`config.mk`:
```
export PLATFORM = sky130hd
export DESIGN_NAME = display_mode_controller
export DESIGN_NICKNAME = d
export VERILOG_FILES = /design/src/rtl/display_mode_controller.sv
export SDC_FILE = /design/constraint.sdc
export NUM_CORES = 1
export LEC_CHECK = 0
export BUFFER_PORTS_ARGS = -buffer_cell sky130_fd_sc_hd__buf_2
export CORE_MARGIN = 2
export CORE_UTILIZATION = 45
export CTS_BUF_LIST = sky130_fd_sc_hd__clkbuf_4 sky130_fd_sc_hd__clkbuf_8 sky130_fd_sc_hd__clkbuf_16
export DETAILED_ROUTE_END_ITERATION = 8
export GPL_ROUTABILITY_DRIVEN = 0
export SETUP_SLACK_MARGIN = 0.02
export SLEW_MARGIN = 10
export SYNTH_ARGS = -nofsm -noshare
export SYNTH_HDL_FRONTEND = slang
export SYNTH_SLANG_ARGS = --single-unit
```
`constraint.sdc`:
```
create_clock -name Clock -period 2.83 [get_ports Clock]
set_input_delay 0.849 -clock Clock [delete_from_list [all_inputs] [get_ports Clock]]
set_output_delay 0.849 -clock Clock [all_outputs]
set_load 0.01 [all_outputs]
```
`src/rtl/display_mode_controller.sv`:
```
// Screen sequencer for the occupancy/temperature display mux: key debounce,
// splash screen, navigation/edit state machine, inactivity timeout and alert.
module display_mode_controller #(
   parameter int unsigned DEBOUNCE_TICKS = 3,
   parameter int unsigned SPLASH_TICKS   = 200,
   parameter int unsigned TIMEOUT_TICKS  = 1000
) (
   input  logic       Clock,
   input  logic       Reset,
   input  logic       Tick10ms,
   input  logic       KeyNext,
   input  logic       KeyBack,
   input  logic       KeyInc,
   input  logic       Alarm,
   output logic [7:0] Selector,
   output logic       Increment,
   output logic       Editing
);

   localparam int unsigned DW = $clog2(DEBOUNCE_TICKS + 1);
   localparam int unsigned SW = $clog2(SPLASH_TICKS + 1);
   localparam int unsigned TW = $clog2(TIMEOUT_TICKS + 1);
   localparam logic [DW-1:0] DebMax = DW'(DEBOUNCE_TICKS);
   localparam logic [SW-1:0] SplMax = SW'(SPLASH_TICKS);
   localparam logic [TW-1:0] TmoMax = TW'(TIMEOUT_TICKS);

   typedef enum logic [2:0] {
      StSplash, StHome, StTemp, StPerson, StRoom, StEditP, StEditR, StAlert
   } state_e;

   function automatic logic [7:0] sel_code(state_e s);
      unique case (s)
         StSplash: sel_code = 8'd1;
         StHome:   sel_code = 8'd0;
         StTemp:   sel_code = 8'd3;
         StPerson: sel_code = 8'd4;
         StRoom:   sel_code = 8'd5;
         StEditP:  sel_code = 8'd20;
         StEditR:  sel_code = 8'd21;
         StAlert:  sel_code = 8'd6;
         default:  sel_code = 8'd0;
      endcase
   endfunction

   // Key bit order everywhere: {inc, back, next}; key levels are 1 when released.
   logic [2:0]         key_s1_q, key_s2_q;
   logic               alarm_s1_q, alarm_s2_q;
   logic [2:0][DW-1:0] deb_cnt_q, deb_cnt_d;
   logic [2:0]         deb_acc_q, deb_acc_d;
   logic [2:0]         ev_q, ev_d;
   state_e             state_q, state_d;
   logic [SW-1:0]      spl_q, spl_d;
   logic [TW-1:0]      tmo_q, tmo_d;
   logic [7:0]         sel_q;
   logic               inc_q, inc_d;
   logic               edit_q;
   logic               ev_nx, ev_bk, ev_in;

   // Two-flop synchronizers for the raw keys and the alarm level.
   always_ff @(posedge Clock or negedge Reset) begin
      if (!Reset) begin
         key_s1_q   <= 3'b111;
         key_s2_q   <= 3'b111;
         alarm_s1_q <= 1'b0;
         alarm_s2_q <= 1'b0;
      end else begin
         key_s1_q   <= {KeyInc, KeyBack, KeyNext};
         key_s2_q   <= key_s1_q;
         alarm_s1_q <= Alarm;
         alarm_s2_q <= alarm_s1_q;
      end
   end

   // Per-key debounce; the accepted flag starts set so a key held through reset
   // has to be seen released before it can fire.
   always_comb begin
      deb_cnt_d = deb_cnt_q;
      deb_acc_d = deb_acc_q;
      ev_d      = 3'b000;
      for (int k = 0; k < 3; k++) begin
         if (Tick10ms) begin
            if (!key_s2_q[k]) begin
               if (deb_cnt_q[k] != DebMax) deb_cnt_d[k] = deb_cnt_q[k] + 1'b1;
               if (deb_cnt_d[k] == DebMax && !deb_acc_q[k]) begin
                  ev_d[k]      = 1'b1;
                  deb_acc_d[k] = 1'b1;
               end
            end else begin
               deb_cnt_d[k] = '0;
               deb_acc_d[k] = 1'b0;
            end
         end
      end
   end

   // Debounce state and the registered one-cycle press events.
   always_ff @(posedge Clock or negedge Reset) begin
      if (!Reset) begin
         deb_cnt_q <= '0;
         deb_acc_q <= 3'b111;
         ev_q      <= 3'b000;
      end else begin
         deb_cnt_q <= deb_cnt_d;
         deb_acc_q <= deb_acc_d;
         ev_q      <= ev_d;
      end
   end

   assign ev_nx = ev_q[0];
   assign ev_bk = ev_q[1] & ~ev_q[0];
   assign ev_in = ev_q[2] & ~ev_q[1] & ~ev_q[0];

   // Next-state, splash/timeout counters and increment strobe.
   always_comb begin
      state_d = state_q;
      spl_d   = spl_q;
      inc_d   = 1'b0;
      unique case (state_q)
         StSplash: begin
            if (Tick10ms && spl_q != SplMax) spl_d = spl_q + 1'b1;
            if (spl_q == SplMax) state_d = alarm_s2_q ? StAlert : StHome;
         end
         StAlert: begin
            if (!alarm_s2_q) state_d = StHome;
         end
         default: begin
            if (alarm_s2_q) begin
               state_d = StAlert;
            end else if (|ev_q) begin
               unique case (state_q)
                  StHome: begin
                     if (ev_nx)      state_d = StTemp;
                     else if (ev_bk) state_d = StRoom;
                  end
                  StTemp: begin
                     if (ev_nx)      state_d = StPerson;
                     else if (ev_bk) state_d = StHome;
                  end
                  StPerson: begin
                     if (ev_nx)      state_d = StRoom;
                     else if (ev_bk) state_d = StTemp;
                     else if (ev_in) state_d = StEditP;
                  end
                  StRoom: begin
                     if (ev_nx)      state_d = StHome;
                     else if (ev_bk) state_d = StPerson;
                     else if (ev_in) state_d = StEditR;
                  end
                  StEditP: begin
                     if (ev_nx || ev_bk) state_d = StPerson;
                     else            inc_d   = ev_in;
                  end
                  StEditR: begin
                     if (ev_nx || ev_bk) state_d = StRoom;
                     else            inc_d   = ev_in;
                  end
                  default: ;
               endcase
            end else if (tmo_q == TmoMax && state_q != StHome) begin
               state_d = StHome;
            end
         end
      endcase

      // Inactivity counter: frozen in splash/alert, saturates (and so holds) in home.
      tmo_d = tmo_q;
      if ((|ev_q) || (state_d != state_q)) begin
         tmo_d = '0;
      end else if (Tick10ms && tmo_q != TmoMax && state_q != StSplash && state_q != StAlert) begin
         tmo_d = tmo_q + 1'b1;
      end
   end

   // State, counters and registered outputs.
   always_ff @(posedge Clock or negedge Reset) begin
      if (!Reset) begin
         state_q <= StSplash;
         spl_q   <= '0;
         tmo_q   <= '0;
         sel_q   <= 8'd1;
         inc_q   <= 1'b0;
         edit_q  <= 1'b0;
      end else begin
         state_q <= state_d;
         spl_q   <= spl_d;
         tmo_q   <= tmo_d;
         sel_q   <= sel_code(state_d);
         inc_q   <= inc_d;
         edit_q  <= (state_d == StEditP) || (state_d == StEditR);
      end
   end

   assign Selector  = sel_q;
   assign Increment = inc_q;
   assign Editing   = edit_q;

endmodule

```
# Word level (Yosys, flattened, before mapping)
# Memories as Yosys holds them, arrays and structs flattened. A register that Yosys moved wholly into a read port is not among the register bits.
# Index checks and enable logic that the tools add are counted.
dict set report classes {
  add_sub_neg 5
  eq_ne 22
  mux 54
  bitwise 5
  reduce_logical 28
}
# cell n
set op_table {}
lappend op_table {{$mux 3} 18}
lappend op_table {{$mux 2} 12}
lappend op_table {{$mux 1} 20}
lappend op_table {{$mux 10} 2}
lappend op_table {{$eq 3x3->1 const B} 6}
lappend op_table {{$pmux 3 s6} 1}
lappend op_table {{$add 10x1->10 const B} 1}
lappend op_table {{$eq 10x10->1 const B} 1}
lappend op_table {{$ne 10x10->1 const B} 1}
lappend op_table {{$add 8x1->8 const B} 1}
lappend op_table {{$eq 8x8->1 const B} 1}
lappend op_table {{$logic_and 1x1->1} 8}
lappend op_table {{$ne 8x8->1 const B} 1}
lappend op_table {{$reduce_and 2->1} 4}
lappend op_table {{$reduce_bool 2->1} 4}
lappend op_table {{$add 2x1->2 const B} 3}
lappend op_table {{$eq 2x2->1 const B} 3}
lappend op_table {{$eq 3x2->1 const B} 2}
lappend op_table {{$ne 2x2->1 const B} 3}
lappend op_table {{$pmux 3 s2} 1}
lappend op_table {{$logic_not 1->1} 4}
lappend op_table {{$reduce_or 2->1} 2}
lappend op_table {{$and 1x1->1} 3}
lappend op_table {{$eq 3x1->1 const B} 1}
lappend op_table {{other kinds (8)} 11}
dict set report word_totals {
  ff_bits 51
  rom_bits 32
  inputBits 7
  output_inout_bits 10
  word_cells 132
  mem_count 1
}
# memory depth width read_ports rd_ports_with_merged_regs wr line
set mem_list {}
lappend mem_list {{(name not given)} 8 4 1 1 0 32} ;# unique case (s)

# Longest topological paths before layout
dict set report depth {
  word_depth 13
  mapped_depth 9
  ltp_nobuf 9
}

# Worst setup path after synthesis
# OpenSTA, ideal clock, no wires.
dict set report synth_path {
  path_type {register to register}
  start {reg tmo_q[0]}
  end {reg sel_q[1], in the netlist Selector[1]}
  t_arrival_ps 1945
  slack_ps 757
  stages_incl_launch_ff 10
  path_buffers 0
  synth_period_minus_slack_ps 2073
  path_cell_list {dfrtp_1 inv_1 ha_1 nand4b_1 or3_1 nor2_1 o22ai_1 a22o_1 ha_1 mux2_1}
}
dict set report synth_via {
  elab_chain_cells 6
}
# element line
set synth_lines {}
lappend synth_lines {{start: declaration} 53} ;# logic [TW-1:0] tmo_q, tmo_d;
lappend synth_lines {{start signal: assignment} 186} ;# tmo_q <= tmo_d;
lappend synth_lines {{$eq 10x10->1} 159} ;# end else if (tmo_q == TmoMax && state_q != StHome) begin
lappend synth_lines {{$logic_and 1x1->1} 159}
lappend synth_lines {{$mux 3} 159}
lappend synth_lines {{$mux 3} 129} ;# end else if (|ev_q) begin
lappend synth_lines {{$mux 3} 127} ;# if (alarm_s2_q) begin
lappend synth_lines {{$pmux 3 s2} 118} ;# unique case (state_q)
lappend synth_lines {{end: declaration} 54} ;# logic [7:0] sel_q;
# No other way between the ends.
# A chain may end at the register's enable or synchronous reset.

# Worst setup path after layout
# Ends and elaborated chain as after synthesis.

==> metrics.csv <==
metric,value,unit
top_usage_layer,met2,
grt_max_degree,37,
yosys_most_used_dff,dfrtp_1,
grt.met1_usage,20.95,%
synth_area,2456,sq um
hp-class,flip-flop to flip-flop,
finalSetupViolations,0,
synth-edff-count,0,
synth-compound-area-share,11.92,%
hp-start,alarm_s1_q$_DFF_PN0_,
yosysWarnings,0,
global_route.usage.met2,23.88,%
start_util,47.48,%
status,finished clean,
detailed_place_hpwl,2946,um
regArea,1189,sq um
clk-insertion-delay-late,300,ps
power,2.020,mW
grt_pass1_vias,1660,
powerDensity,759.9,nW/um^2
wl,4157,um
h-tree-depth,2,
synthAdderAreaFrac,3.566,%
muxShareOfSynthArea,3.107,%
pin_count,17,
crit_slowest_cell,dfrtp_1,
antenna_left,0,
max-vdd-ir-drop,0.3967,mV
yosys-top-cells-area,"dfrtp_1 (38%), dfstp_2 (11%), xnor2_1 (5.0%), nor3_2 (4.5%), a21oi_1 (3.7%)",
cts_setup_buffers,0,
worstPathCellList,"inv_1, ha_1, nand4b_1, or3_1, nor2_1, o22ai_1, a22o_1, ha_1, mux2_1",
cts_made_buffers,5,
synth_top_area_cell,dfrtp_1,
syn_inst,233,
avgViaCountPerCell,5.312,
critPathMaxFanout,5,
die_w,77.88,um
slew_headroom,47.94,%
synthXorXnorAreaFrac,6.062,%
path_common_cell,ha_1,
synth_top_family_by_area,simple AND/OR/NAND/NOR gates,
endpoint_kind,flip-flop,
fin_nets,260,
final-max-slew-violation-count,0,
drt_pass1_iterations,4,
io_buffers,12,
met3_usage,4.302,%
grt_overflow,0,
fp-row-count,26,
worstReg2RegStart,tmo_q[0]$_DFFE_PN0P_,
grt_usage,15.42,%
critical_path_arrival,2420,ps
cp.required,3000,ps
route.detailed.drc,0,
drive_gt1_share,23.08,%
finClkSkew,9.339,ps
startpoint,tmo_q[0]$_DFFE_PN0P_,
yosysTopAreaCellShare,37.70,%
ys_seq_elements,47,
p_leak,1.140,nW
cp-endpoint,Selector[1]$_DFF_PN0_,
vias,1684,
cts_root_buf,clkbuf_8,
cts_hold_buf,0,
cpPeakStageDelay,440,ps
max-cap-violations,0,
min_period_over_period,79.42,%
avgSynthCellArea,10.54,sq um
crit_path_start_kind,flip-flop,
fin_tns_setup,0,ps
rrSetupSlack,580,ps
routedWlPerCell,13.11,um
synthArstFlopShare,100.0,%
drt-initial-drc-count,146,
diodes,0,
area_delta_synth_final,8.253,%
fillCellCount,477,
tritoncts,built,
multi_input_area,1115,sq um
clockBufferDepth,2,
tightest_slew,781.0,ps
core,5172,sq um
ys_seq_area_share,48.40,%
cts.sinks,47,
die_area,6065,sq um
finalHoldViolCount,0,
synth_cell_types,50,
r2r-end,Selector[1]$_DFF_PN0_,
rsz0062_at_grt,false,
fin_crit,2248,ps
critPathKind,flip-flop to flip-flop,
yosys.area_share.simple,20.12,%
fp.dieH,77.88,um
grt_first_pass_wirelength,7548,um
cts-resized-gates,0,
path_clk_slew,90,ps
reg2reg_depth,9,
fmax,444.9,MHz
antenna_found_initial,0,
-- stage by stage --
stage	hold WS, ps	cell area, sq um	setup WS, ps	utilization, %	instances
6_report	353.6	2659	582.3	51.40	317
5_1_grt	361.3	2659	391.0	51.40	317
4_1_cts	356.5	2659	568.6	51.40	317
3_5_place_dp	336.3	2541	604.7	49.13	309
3_3_place_gp	332.1	2541	643.5	49.13	309
2_1_floorplan	331.2	2467	757.2	-	236
-- power breakdown --
part | internal (mW) | switching (mW)
Clock | 0.286 | 0.210
Combinational | 0.236 | 0.327
Sequential | 0.802 | 0.159
-- cells by family (layout without fill, tap and decap cells) --
family,after synthesis,count (layout)
mux,7,7
flops,47,47
simple gates,82,82
compound gates,43,43
xor+xnor,17,17
buf+inv,29,40
other cells,1,4
fa+ha+maj,7,7
-- metal layers --
layer | wire (um) | share of wire (%) | vias up
met1 | 2044 | 49 | 805
met5 | 0 | 0 | -
met3 | 165 | 4.0 | 2
met2 | 1923 | 46 | 39
li1 | - | - | 838
met4 | 25 | 0.60 | 0
-- worst min-delay path by stage --
stage          slack, ps  cells after the start                    end
2_1_floorplan        330                      0   alarm_s2_q$_DFF_PN0_
3_3_place_gp         330                      0   alarm_s2_q$_DFF_PN0_
3_5_place_dp         340                      0   alarm_s2_q$_DFF_PN0_
4_1_cts              360                      0   alarm_s2_q$_DFF_PN0_
5_1_grt              360                      0  key_s2_q[0]$_DFF_PN1_
6_report             350                      0   alarm_s2_q$_DFF_PN0_
-- placed cells by master (no fill, tap or decap), types with 2 or more instances in the layout --
master    instances
dfstp_2          10
mux2i_1           2
dfrtp_1          37
a21oi_1          18
a21oi_2           2
xnor2_1          14
nor2_1           13
or3_4             2
nor3_1           10
o21ai_0           3
nand3_1          11
nor3_2           11
a31oi_1           2
nor4_1            3
a221oi_2          2
nand4b_1          3
conb_1            4
o22ai_1           3
clkbuf_8          6
xor2_1            3
inv_1            16
mux2_2            4
ha_1              7
nand4_1           5
o211ai_1          2
nor2b_1           3
buf_4             4
o21a_1            2
buf_2            12
nand2_1          13
-- synthesized netlist by cell type (3+ instances only) --
cell type  instances
dfrtp_1           37
a21oi_1           18
inv_1             16
xnor2_1           14
nand2_1           13
nor2_1            13
nand3_1           11
nor3_2            11
dfstp_2           10
nor3_1            10
ha_1               7
buf_4              5
nand4_1            5
mux2_2             4
buf_6              3
nand4b_1           3
nor2b_1            3
nor4_1             3
o21ai_0            3
o22ai_1            3
xor2_1             3
-- registers in the layout (all words and copies together) (netlist names) --
| name | flops |
|---|---|
| Editing | 1 |
| Increment | 1 |
| Selector | 4 |
| alarm_s1_q | 1 |
| alarm_s2_q | 1 |
| deb_acc_q | 3 |
| deb_cnt_q | 6 |
| ev_q | 3 |
| key_s1_q | 3 |
| key_s2_q | 3 |
| spl_q | 8 |
| state_q | 3 |
| tmo_q | 10 |
-- cell type report --
| class | count | area share (%) |
|---|---|---|
| tap | 70 | 3.294 |
| multi-input combinational | 160 | 41.93 |
| sequential | 47 | 44.71 |
| inverter | 16 | 2.259 |
| timing repair buffer | 16 | 3.388 |
| clock inverter | 2 | 1.318 |
| clock buffer | 6 | 3.106 |
-- critical path: cells and delay by family, from the launching register on --
| kind | cells | cell delay [ps] |
|---|---|---|
| flops | 1 | 440 |
| mux | 1 | 280 |
| fa+ha+maj | 2 | 350 |
| compound gates | 2 | 350 |
| buf+inv | 1 | 80 |
| simple gates | 3 | 630 |
Note: power is estimated with default switching activity, not from simulation.
